File: src/rtl/uart_tx_serializer.sv
// rtl/uart_tx_serializer.sv - UART transmit engine: start, 8 data bits LSB first, optional parity, 1-2 stop bits
module uart_tx_serializer #(
    parameter int CLKS_PER_BIT = 868,
    parameter int PARITY_EN    = 1,
    parameter int PARITY_ODD   = 0,
    parameter int STOP_BITS    = 1
) (
    input  logic       clk,
    input  logic       reset,
    input  logic [7:0] tx_data,
    input  logic       tx_valid,
    output logic       tx_ready,
    output logic       tx,
    output logic       tx_busy,
    output logic       tx_done
);

    localparam int            CW        = $clog2(CLKS_PER_BIT);
    localparam logic [CW-1:0] BAUD_LAST = CW'(CLKS_PER_BIT - 1);
    localparam logic [CW-1:0] BAUD_ONE  = CW'(1);
    localparam logic [2:0]    STOP_LAST = 3'(STOP_BITS - 1);
    localparam logic          ODD_BIT   = (PARITY_ODD != 0);
    localparam logic          PAR_EN    = (PARITY_EN != 0);

    localparam logic [2:0] S_IDLE   = 3'd0;
    localparam logic [2:0] S_START  = 3'd1;
    localparam logic [2:0] S_DATA   = 3'd2;
    localparam logic [2:0] S_PARITY = 3'd3;
    localparam logic [2:0] S_STOP   = 3'd4;

    logic [2:0]    r_state;
    logic [CW-1:0] r_baud_cnt;
    logic [2:0]    r_bit_cnt;
    logic [7:0]    r_shift;
    logic          r_parity;
    logic          r_tx;
    logic          r_done;

    logic          w_handshake;
    logic          w_bit_end;

    assign w_handshake = tx_valid && (r_state == S_IDLE);
    assign w_bit_end   = (r_baud_cnt == BAUD_LAST);

    assign tx_ready = (r_state == S_IDLE);
    assign tx_busy  = ~tx_ready;
    assign tx       = r_tx;
    assign tx_done  = r_done;

    // Frame sequencer: state, baud/bit counters, shift register, latched parity and done pulse
    always_ff @(posedge clk or posedge reset) begin
        if (reset) begin
            r_state    <= S_IDLE;
            r_baud_cnt <= '0;
            r_bit_cnt  <= 3'd0;
            r_shift    <= 8'd0;
            r_parity   <= 1'b0;
            r_done     <= 1'b0;
        end else begin
            r_done <= 1'b0;
            case (r_state)
                S_IDLE: begin
                    if (w_handshake) begin
                        r_shift    <= tx_data;
                        r_parity   <= (^tx_data) ^ ODD_BIT;
                        r_state    <= S_START;
                        r_baud_cnt <= '0;
                        r_bit_cnt  <= 3'd0;
                    end
                end
                S_START: begin
                    if (w_bit_end) begin
                        r_state    <= S_DATA;
                        r_baud_cnt <= '0;
                    end else begin
                        r_baud_cnt <= r_baud_cnt + BAUD_ONE;
                    end
                end
                S_DATA: begin
                    if (w_bit_end) begin
                        r_baud_cnt <= '0;
                        r_shift    <= {1'b0, r_shift[7:1]};
                        if (r_bit_cnt == 3'd7) begin
                            r_bit_cnt <= 3'd0;
                            r_state   <= PAR_EN ? S_PARITY : S_STOP;
                        end else begin
                            r_bit_cnt <= r_bit_cnt + 3'd1;
                        end
                    end else begin
                        r_baud_cnt <= r_baud_cnt + BAUD_ONE;
                    end
                end
                S_PARITY: begin
                    if (w_bit_end) begin
                        r_state    <= S_STOP;
                        r_baud_cnt <= '0;
                    end else begin
                        r_baud_cnt <= r_baud_cnt + BAUD_ONE;
                    end
                end
                S_STOP: begin
                    // The bit counter is reused to count stop bits so two stop bits need no extra counter
                    if (w_bit_end) begin
                        r_baud_cnt <= '0;
                        if (r_bit_cnt == STOP_LAST) begin
                            r_bit_cnt <= 3'd0;
                            r_state   <= S_IDLE;
                            r_done    <= 1'b1;
                        end else begin
                            r_bit_cnt <= r_bit_cnt + 3'd1;
                        end
                    end else begin
                        r_baud_cnt <= r_baud_cnt + BAUD_ONE;
                    end
                end
                default: begin
                    r_state    <= S_IDLE;
                    r_baud_cnt <= '0;
                    r_bit_cnt  <= 3'd0;
                end
            endcase
        end
    end

    // Line driver: registered from the current state, so the line trails the state by one clock and never glitches
    always_ff @(posedge clk or posedge reset) begin
        if (reset) begin
            r_tx <= 1'b1;
        end else begin
            case (r_state)
                S_START:  r_tx <= 1'b0;
                S_DATA:   r_tx <= r_shift[0];
                S_PARITY: r_tx <= r_parity;
                default:  r_tx <= 1'b1;
            endcase
        end
    end

endmodule

File: config.mk
export PLATFORM = sky130hd
export DESIGN_NAME = uart_tx_serializer
export DESIGN_NICKNAME = d
export VERILOG_FILES = /design/src/rtl/uart_tx_serializer.sv
export SDC_FILE = /design/constraint.sdc
export NUM_CORES = 1
export LEC_CHECK = 0
export ABC_AREA = 1
export ABC_CLOCK_PERIOD_IN_PS = 1400
export BUFFER_PORTS_ARGS = -buffer_cell sky130_fd_sc_hd__buf_2
export CORE_MARGIN = 2
export CORE_UTILIZATION = 33
export CTS_CLUSTER_SIZE = 30
export DETAILED_ROUTE_END_ITERATION = 7
export GPL_TIMING_DRIVEN = 0
export PLACE_DENSITY = 0.49
export SYNTH_ARGS = -nofsm -noshare
export SYNTH_HDL_FRONTEND = slang
export SYNTH_SLANG_ARGS = --single-unit
File: constraint.sdc
create_clock -name clk -period 1.4 [get_ports clk]
set_clock_uncertainty 0.05 [all_clocks]
set_input_delay 0.14 -clock clk [delete_from_list [all_inputs] [get_ports clk]]
set_output_delay 0.14 -clock clk [all_outputs]
set_load 0.005 [all_outputs]
* Word-level counts from Yosys, hierarchy flattened
Cells that the tools add are included.
** Word-level totals
- Register bits after elaboration :: 27
** Operators by class
- Add/subtract/negate cells :: 2
- Equal/unequal tests :: 13
- Muxes and demuxes :: 24
- Bitwise logic cells :: 2
- Reductions and logical operators :: 11
** Operators with widths (count)
- two-way mux 3 bit :: 12
- two-way mux 10 bit :: 2
- case mux 10 bit (2 select lines) :: 1
- two-way mux 8 bit :: 2
- case mux 8 bit (2 select lines) :: 1
- case mux 3 bit (5 select lines) :: 1
- != test 2 bit, second input constant :: 6
- case mux 3 bit (4 select lines) :: 1
- adder 10 x 1 -> 10 bit, second input constant :: 1
- equality test 10 bit, second input constant :: 1
- parity 8 bit :: 1
- AND reduction 7 bit :: 1
- equality test 3 x 2 -> 1 bit, second input constant :: 2
- equality test 3 bit, second input constant :: 2
- logical NOT 3 bit :: 2
- AND reduction 4 bit :: 1
- OR reduction 4 bit :: 1
- adder 3 x 1 -> 3 bit, second input constant :: 1
- equality test 3 x 1 -> 1 bit, second input constant :: 1
- two-way mux 1 bit :: 3
- case mux 1 bit (3 select lines) :: 1
- AND reduction 3 bit :: 1
- != test 2 x 1 -> 1 bit, second input constant :: 1
- NOT 1 bit :: 2
- other kinds (4) :: 4

* Logic depth before layout (Yosys ltp)
Gate-level depths: netlist of the first run.
- Depth in word-level cells :: 4
- Depth in mapped cells :: 9

* Least setup slack after synthesis of the first run
Ideal clock, no wire load.
- Path kind :: reg2reg
- From :: register r_baud_cnt[0]
- To :: register r_shift[0]
- Setup time :: 0.116 ns
- Arrival time :: 1.266 ns
- Required time :: 1.234 ns
- Setup slack :: -0.033 ns
- Stages on the path, launching flop included :: 9
- Buffers on the path :: 0
- Period minus slack after synthesis :: 1.433 ns
- Path through :: dfrtp_1 > ha_1 > nand2_2 > nor2_2 > nand4_4 > nand2_4 > nand2_4 > nand2_1 > nand2_1
** On the way
- Cells in the longest elaborated chain, start to end :: 3
** Ends and longest elaborated chain
- from (decl) :: RTL line 32 : logic [CW-1:0] r_baud_cnt;
- from (signal assigned) :: RTL line 76 : r_baud_cnt <= r_baud_cnt + BAUD_ONE;
- from (signal assigned) :: RTL line 90 : r_baud_cnt <= r_baud_cnt + BAUD_ONE;
- from (signal assigned) :: RTL line 98 : r_baud_cnt <= r_baud_cnt + BAUD_ONE;
- equality test 10 bit :: RTL line 43 : assign w_bit_end = (r_baud_cnt == BAUD_LAST);
- != test 2 bit (no line)
- AND reduction 3 bit (no line)
- to (signal assigned) :: RTL line 64 : r_shift <= tx_data;
- to (signal assigned) :: RTL line 82 : r_shift <= {1'b0, r_shift[7:1]};
- to (decl) :: RTL line 34 : logic [7:0] r_shift;
No other way between the ends.
A chain may end at the register's enable or synchronous reset.

* Final worst setup path of the first run
- From :: register r_baud_cnt[0]
- To :: register r_shift[7]
Same word-level chain as after synthesis.

==> results of run 1 <==
==> cell families (layout without fill, tap and decap cells) <==
group / Yosys count / in the layout / share of synthesized area (%)
and+or+nand+nor: 161 / 161 / 41.6
buffers and inverters: 44 / 74 / 10.7
DFF: 27 / 27 / 36.3
AOI/OAI and AO/OA: 21 / 21 / 7.78
adders and majority gates: 4 / 4 / 2.68
xor gates and xnor gates: 2 / 2 / 0.939
==> registers in the layout, indices dropped and copies added (netlist names) <==
name and count:
r_parity 1, r_bit_cnt 3, tx 1, r_shift 8, tx_done 1, r_state 3
r_baud_cnt 10
==> layout by cell type, fill, tap and decap left out, types with 4 or more instances in the layout <==
cell type  netlist  routed
nand2_1         90      76
inv_1           37      37
dfrtp_1         26      25
nand2_2          7      20
nand3_1         24      15
nor2_1          17      15
buf_2            1      15
buf_4            0      10
nand3_2          0       9
o21ai_2          8       8
nand4_1          6       6
nand2_4          6       6
nor2_2           5       5
nor2_4           2       4
o21ai_1          1       4
a21oi_1          4       4
==> worst min-delay path by stage <==
stage	start	endpoint	depth (start not counted)
finish	reset	r_baud_cnt[9]$_DFFE_PP0N_	2
global route	reset	r_baud_cnt[8]$_DFFE_PP0N_	2
CTS	reset	r_baud_cnt[8]$_DFFE_PP0N_	2
detailed placement	r_shift[1]$_DFFE_PP0P_	r_shift[1]$_DFFE_PP0P_	2
global placement	r_shift[6]$_DFFE_PP0P_	r_shift[6]$_DFFE_PP0P_	2
floorplan	reset	r_baud_cnt[0]$_DFFE_PP0N_	1
==> repair_timing <==
action	4_1_cts	5_1_grt
pin swaps	7	9
setup buffers	6	6
endpoints found under the setup margin	23	25
gates resized for setup	6	29
==> cell type report <==
type,instances,share of cell area [%]
multi-input combinational,188,48.2
tap,72,3.91
timing repair buffer,26,7.66
buffer,4,2.07
inverter,40,6.74
clock buffer,4,1.96
sequential,27,29.5
==> worst reg2reg max path: cells and delay by family, from the launching register on <==
kind / cells / cell delay (ns)
buf+inv: 1 / 0.14
fa+ha+maj: 1 / 0.19
flops: 1 / 0.41
simple gates: 6 / 0.64
==> metrics by stage <==
step / cell area [sq um] / utilization (%) / hold slack (ns)
after floorplan: 1880 / - / 0.142
after global placement: 2040 / 37.2 / 0.405
after detailed placement: 2040 / 37.2 / 0.409
after CTS: 2160 / 39.5 / 0.135
after global routing: 2300 / 42.1 / 0.173
final: 2300 / 42.1 / 0.0695
==> power by group <==
| group | internal [uW] | leakage, uW | switching (uW) | total (uW) |
|---|---|---|---|---|
| sequential | 1050 | 0.000351 | 227 | 1280 |
| combinational | 1060 | 0.000862 | 1550 | 2600 |
| clock | 204 | 0.0000228 | 244 | 447 |
| total | 2310 | 0.00123 | 2020 | 4330 |
==> routing by layer <==
layer | vias up | routed length [um]
met5 | - | 0
met4 | 0 | 52
met3 | 4 | 128
met2 | 26 | 1820
met1 | 748 | 1990
li1 | 864 | -
==> metrics.yaml, run 1 <==
rows: 27
holdBufCountCts: 0
synth_edf_count: 0
powerDensity_mw_per_mm2: 1880
worstPathArrival_ns: 1.65
p_leak_uw: 0.00123
grtUsageTotal_pct: 14.1
insertedDiodeCount: 0
first_pass_iters: 4
fin_crit_ns: 1.48
clock_path_buffers: 2
antenna_found_initial: 0
timing.critical_path.cells: "ha_4 > nand2_4 > nor2_4 > nand4_4 > nand2_4 > buf_12 > nand3_2 > nand2_1"
fp.dieH_um: 79.2
cpMostUsedCell: "nand2_4"
critical_path_class: "register to register"
power_uw: 4330
cpPeakStageDelay_ns: 0.41
drc: 0
synthesis.area_sq_mm: 0.00187
slowest_stage: "dfrtp_1"
yosysTopAreaCellShare_pct: 34.9
r2r_cells: 8
synth.avg_cell_area_sq_um: 7.20
hold_viol_final: 0
crit_cells: 8
worst_skew_pair.late_latency_ns: 0.27
wirelength_mm: 3.99
ios: 15
preCtsSetupSlack_ns: -0.186
setup_tns_ns: -1.10
io_buffers: 14
start_util_pct: 34.1
final_cells: 361
gp_congestion: 0.779
required_ns: 1.56
slew_headroom_pct: 28.8
use_met2_pct: 23.0
clockRootBuffer: "clkbuf_8"
fillers: 587
syn_nets: 274
place_inst: 345
synth_cell_type_count: 29
worstMarginPinSlew_ns: 1.07
drv_cap: 0
dieArea_sq_mm: 0.00627
startpoint: "r_baud_cnt[0]$_DFFE_PP0N_"
yosys.area.top_type: "dfrtp_1"
fin_nets: 305
synth.most_common_cell: "nand2_1"
dr_total_vias: 1642
yosys-top-cells-area: "dfrtp_1 35%, nand2_1 18%, inv_1 7.4%"
crit_fanout: 7
startpoint_type: "register"
slew_violations: 0
synth_ff_type: "dfrtp_1"
regArea_sq_um: 678
period_share_pct: 106
clk_pin_slew_ns: 0.09
wire_per_inst_um: 11.1
vdd_drop_max_uv: 695
htree_levels: 1
grt_pass1_vias: 1602
drtIter0Drc: 24
met3_usage_pct: 2.39
critical_path_buf_inv_count: 1
fp.dieW_um: 79.2
ys_ff_latch: 27
cts_tree: "done"
timing.rr.start: "r_baud_cnt[0]$_DFFE_PP0N_"
met1_usage_pct: 19.3
core_area_sq_mm: 0.00547
r2r_slack_ns: -0.08
fmax_ghz: 0.674
vias_per_cell: 4.55
numCtsBuffers: 3
globalRouteOverflowTotal: 0
dpl.hpwl_mm: 2.83
grt_max_degree: 28
run_status: "finished with violations"
critPathTopFamily: "simple AND/OR/NAND/NOR gates"
finalSetupViolCount: 19
drive_above_1_share_pct: 33.2
cts_sinks: 27
fin_ws_ns: -0.0828
ys_seq_area_share_pct: 36.3
synth-warning-count: 0
min_path_type: "input pin to asynchronous set/reset pin"
antenna_left: 0
syn_inst: 259
failed_checks: "setup timing"
crit_end: "r_shift[7]$_DFFE_PP0P_"
rsz0062_at_grt: "true"
area_growth_pct: 23.4
crit_path_end_kind: "register"
gr-max-usage-layer: "met2"
synthTopCellsByCount: "90 x nand2_1, 37 x inv_1, 26 x dfrtp_1"
worstReg2RegEnd: "r_shift[7]$_DFFE_PP0P_"
async_flop_share_pct: 100
grt_pass1_wl_mm: 7.15
multiInputGateArea_sq_mm: 0.00111
No activity file was read; power rests on OpenSTA's default activity.
==> run 2: changes to the inputs <==
==> constraint.sdc (replaced) <==
create_clock -name clk -period 1.4 [get_ports clk]
set_clock_uncertainty 0.05 [all_clocks]
set_input_delay 0.07 -clock clk [delete_from_list [all_inputs] [get_ports clk]]
set_output_delay 0.07 -clock clk [all_outputs]
set_load 0.005 [all_outputs]
==> metrics.yaml, run 2 (same netlist as run 1, synthesis figures left out) <==
run_status: "finished with violations"
failed_checks: "setup timing"
wirelength_mm: 3.94
crit_fanout: 7
io_buffers: 14
antenna_left: 0
start_util_pct: 34.1
holdBufCountCts: 0
htree_levels: 1
slowest_stage: "dfrtp_1"
drc: 0
whs_ns: 0.00249
fillers: 589
core_area_sq_mm: 0.00547
worst_skew_pair.late_latency_ns: 0.27
min_path_type: "input pin to asynchronous set/reset pin"
fin_nets: 301
p_clk_share_pct: 10.6
fp.dieH_um: 79.2
top_register: "r_baud_cnt"
layout_commonest_cell: "nand2_1"
drv_cap: 0
critPathTopFamily: "simple AND/OR/NAND/NOR gates"
vias_per_cell: 4.56
fin_crit_ns: 1.48
antenna_found_initial: 0
power_uw: 4240
grt_pass1_vias: 1602
drtIter0Drc: 36
cts_tree: "done"
fp.dieW_um: 79.2
p_int_uw: 2240
place_inst: 345
hold_viol_final: 0
powerDensity_mw_per_mm2: 1870
insertedDiodeCount: 0
met1_usage_pct: 19.3
clock_path_buffers: 2
largest_register_ffs: 10
worstPathArrival_ns: 1.65
met3_usage_pct: 2.39
largestRegisters: "r_baud_cnt (10), r_shift (8)"
rows: 27
period_share_pct: 106
dpl.hpwl_mm: 2.83
slew_violations: 0
worstMarginPinSlew_ns: 1.07
grt_max_degree: 28
cts_sinks: 27
cpPeakStageDelay_ns: 0.41
vdd_drop_max_uv: 618
first_pass_iters: 4
critical_path_class: "register to register"
grtUsageTotal_pct: 14.1
grt_pass1_wl_mm: 7.15
wire_per_inst_um: 11.0
worstReg2RegEnd: "r_shift[7]$_DFFE_PP0P_"
postPlaceCellArea_sq_mm: 0.00204
timing.critical_path.cells: "ha_4 > nand2_4 > nor2_4 > nand4_4 > nand2_4 > buf_12 > nand3_2 > nand2_1"
crit_path_end_kind: "register"
critical_path_buf_inv_count: 1
gr-max-usage-layer: "met2"
clk_pin_slew_ns: 0.09
dr_total_vias: 1628
slew_headroom_pct: 28.3
finalSetupViolCount: 19
layout_common_cells: "77 x nand2_1, 37 x inv_1, 26 x dfrtp_1"
clockRootBuffer: "clkbuf_8"
ios: 15
p_leak_uw: 0.00122
fin_ws_ns: -0.0828
cpMostUsedCell: "nand2_4"
design_area_sq_mm: 0.00227
pwr-share-comb_pct: 59.2
fmax_ghz: 0.674
final_cells: 357
seqPwrFrac_pct: 30.2
numCtsBuffers: 3
r2r_slack_ns: -0.08
drive_above_1_share_pct: 31.9
required_ns: 1.56
power.switching_uw: 2000
rsz0062_at_grt: "true"
gp_congestion: 0.779
r2r_cells: 8
switching_share_pct: 47.2
dieArea_sq_mm: 0.00627
globalRouteOverflowTotal: 0
startpoint_type: "register"
timing.rr.start: "r_baud_cnt[0]$_DFFE_PP0N_"
use_met2_pct: 23.0
area_growth_pct: 21.8
run 2: final cells by class:
| type | count | area, sq um | share of cell area [%] |
|---|---|---|---|
| multi-input combinational | 188 | 1110 | 48.9 |
| sequential | 27 | 677 | 29.8 |
| inverter | 40 | 155 | 6.83 |
| timing repair buffer | 22 | 146 | 6.44 |
| tap | 72 | 90.1 | 3.96 |
| buffer | 4 | 47.5 | 2.09 |
| clock buffer | 4 | 45.0 | 1.98 |
run 2: power by group through the flow:
stage	Combinational, uW	Sequential, uW	Clock [uW]
6_report	2510	1280	450
5_1_grt	2830	1300	513
4_1_cts	2240	1250	476
3_5_place_dp	2070	1270	0
3_3_place_gp	2070	1280	0
2_1_floorplan	1660	1230	0
run 2: worst max-delay path by stage:
| stage | startpoint | end | slack (ns) | cells past startpoint |
|---|---|---|---|---|
| floorplan | r_baud_cnt[0]$_DFFE_PP0N_ | r_shift[0]$_DFFE_PP0P_ | 0.02 | 8 |
| global placement | r_baud_cnt[0]$_DFFE_PP0N_ | r_shift[1]$_DFFE_PP0P_ | -0.19 | 8 |
| detailed placement | r_baud_cnt[0]$_DFFE_PP0N_ | r_shift[6]$_DFFE_PP0P_ | -0.19 | 8 |
| CTS | r_baud_cnt[0]$_DFFE_PP0N_ | r_baud_cnt[2]$_DFFE_PP0N_ | -0.08 | 8 |
| global route | r_baud_cnt[0]$_DFFE_PP0N_ | r_shift[2]$_DFFE_PP0P_ | -0.17 | 8 |
| finish | r_baud_cnt[0]$_DFFE_PP0N_ | r_shift[7]$_DFFE_PP0P_ | -0.08 | 8 |
run 2: what timing repair did:
action | CTS | global route
setup endpoints to repair | 21 | 24
pin swaps | 7 | 8
setup buffers | 6 | 2
resized for setup | 4 | 30
cloned | 0 | 0
run 2: stage by stage:
stage / util (%) / setup slack, ns / setup TNS [ns]
floorplan: - / 0.0202 / 0
global placement: 37.2 / -0.186 / -2.88
detailed placement: 37.2 / -0.186 / -2.88
CTS: 39.4 / -0.0843 / -1.11
global route: 41.5 / -0.173 / -3.05
finish: 41.5 / -0.0828 / -1.09
run 2: routing by layer:
| metal | share of wire, % | vias up | wire, um |
|---|---|---|---|
| li1 | - | 856 | - |
| met1 | 51 | 744 | 2000 |
| met2 | 45 | 24 | 1780 |
| met3 | 2.7 | 4 | 106 |
| met4 | 1.2 | 0 | 48 |
| met5 | 0 | - | 0 |
==> run 3: changes to the inputs <==
BUFFER_PORTS_ARGS = -buffer_cell sky130_fd_sc_hd__buf_4   (was -buffer_cell sky130_fd_sc_hd__buf_2)
SKIP_LAST_GASP = 1   (was default)
==> metrics.yaml, run 3 (same netlist as run 1, synthesis figures left out) <==
layout_common_cells: "80 x nand2_1, 37 x inv_1, 25 x dfrtp_1"
cts_sinks: 27
multiInputGateArea_sq_mm: 0.00110
drc: 0
dpl.hpwl_mm: 2.85
preCtsSetupSlack_ns: -0.191
fp.dieH_um: 79.2
worstMarginPinSlew_ns: 1.08
holdBufCountCts: 0
rsz0062_at_grt: "true"
place_inst: 345
clk_pin_slew_ns: 0.10
fmax_ghz: 0.691
fp.dieW_um: 79.2
htree_levels: 1
gp_congestion: 0.777
run_status: "finished with violations"
slew_violations: 0
layout_commonest_cell: "nand2_1"
ios: 15
required_ns: 1.56
fin_nets: 303
grtUsageTotal_pct: 13.9
crit_fanout: 6
grt_pass1_vias: 1574
slew_headroom_pct: 27.8
insertedDiodeCount: 0
vias_per_cell: 4.62
vdd_drop_max_uv: 771
antenna_left: 0
powerDensity_mw_per_mm2: 1830
clockRootBuffer: "clkbuf_8"
core_area_sq_mm: 0.00547
globalRouteOverflowTotal: 0
drtIter0Drc: 64
startpoint_type: "register"
rows: 27
critical_path_class: "register to register"
worst_skew_pair.late_latency_ns: 0.28
numCtsBuffers: 3
p_leak_uw: 0.00123
fin_ws_ns: -0.0475
finalSetupViolCount: 18
wirelength_mm: 3.92
wire_per_inst_um: 10.9
dieArea_sq_mm: 0.00627
failed_checks: "setup timing"
grt_pass1_wl_mm: 7.04
final_cells: 359
min_path_type: "input pin to asynchronous set/reset pin"
regArea_sq_um: 678
area_growth_pct: 24.0
clock_path_buffers: 2
io_buffers: 14
fillers: 607
antenna_found_initial: 0
cts_tree: "done"
dr_total_vias: 1659
grt_max_degree: 28
period_share_pct: 103
drive_above_1_share_pct: 31.4
largestRegisters: "r_baud_cnt (10), r_shift (8)"
drv_cap: 0
top_register: "r_baud_cnt"
start_util_pct: 34.1
worstPathArrival_ns: 1.61
hold_viol_final: 0
fin_crit_ns: 1.45
crit_path_end_kind: "register"
largest_register_ffs: 10
first_pass_iters: 4
[run 3: cell count changes in the layout (fill, tap and decap cells not counted), moves of 2 or more]
cell / before / now
buf_2: 15 / 1
buf_4: 6 / 22
ha_1: 3 / 1
nand2_1: 77 / 80
nand2_2: 19 / 16
nand3_1: 15 / 19
nand3_2: 9 / 5
o21ai_0: 3 / 5
o21ai_1: 3 / 1
[run 3: what timing repair did]
action                     CTS  global route
resized for setup            8            22
setup endpoints to repair   21            24
gates cloned                 0             0
setup buffers                8             2
hold endpoints to repair     0             0
pin swaps                    8             6
[run 3: final cells by class]
type                       instances  area share [%]
multi-input combinational        188            47.6
sequential                        27            29.3
timing repair buffer              24            8.49
inverter                          40            6.71
tap                               72            3.89
buffer                             4            2.06
clock buffer                       4            1.95
[run 3: per-layer routing]
| metal | vias up | global-route usage, % | routed length, um |
|---|---|---|---|
| li1 | 867 | - | - |
| met1 | 770 | 18.2 | 1860 |
| met2 | 20 | 23.6 | 1920 |
| met3 | 2 | 1.93 | 99 |
| met4 | 0 | 4.48 | 33 |
| met5 | - | 0 | 0 |
[run 3: worst paths after layout]
path | from | end | slack, ns | cells past startpoint
max in group asynchronous | reset | r_state[0]$_DFFE_PP0P_ | 0.57 | 2
min in group clk | tx_data[7] | r_shift[7]$_DFFE_PP0P_ | 0.11 | 5
worst min register to register | r_shift[7]$_DFFE_PP0P_ | r_shift[7]$_DFFE_PP0P_ | 0.43 | 2
worst max-delay path | r_baud_cnt[1]$_DFFE_PP0N_ | r_shift[7]$_DFFE_PP0P_ | -0.05 | 8
worst min-delay path | reset | r_baud_cnt[7]$_DFFE_PP0N_ | 0.01 | 2
worst max register to register | r_baud_cnt[1]$_DFFE_PP0N_ | r_shift[7]$_DFFE_PP0P_ | -0.05 | 8
[run 3: power by group]
part	total [uW]	internal [uW]	switching [uW]	leakage, uW
clock	453	204	249	0.0000228
sequential	1280	1050	224	0.000351
combinational	2510	1010	1490	0.000860
total	4230	2270	1970	0.00123
[run 3: stage by stage]
step / total power (uW) / hold slack, ns / utilization (%) / area (sq um) / TNS [ns]
6_report: 4230 / 0.0115 / 42.3 / 2310 / -0.436
4_1_cts: 4060 / 0.0537 / 40.5 / 2220 / -0.428
2_1_floorplan: 2890 / 0.0720 / - / 1880 / 0
5_1_grt: 4660 / 0.0985 / 42.3 / 2310 / -2.42
3_5_place_dp: 3390 / 0.366 / 37.9 / 2070 / -2.93
3_3_place_gp: 3390 / 0.364 / 37.9 / 2070 / -2.94
[run 3: worst max-delay path, stage by stage (launching register included)]
cell and delay (ns):
dfrtp_1 0.40, ha_4 0.18, nand2_4 0.05, nor2_4 0.09, nand4_4 0.17, nand2_4 0.18
buf_12 0.13, nand3_1 0.06, nand2_1 0.07
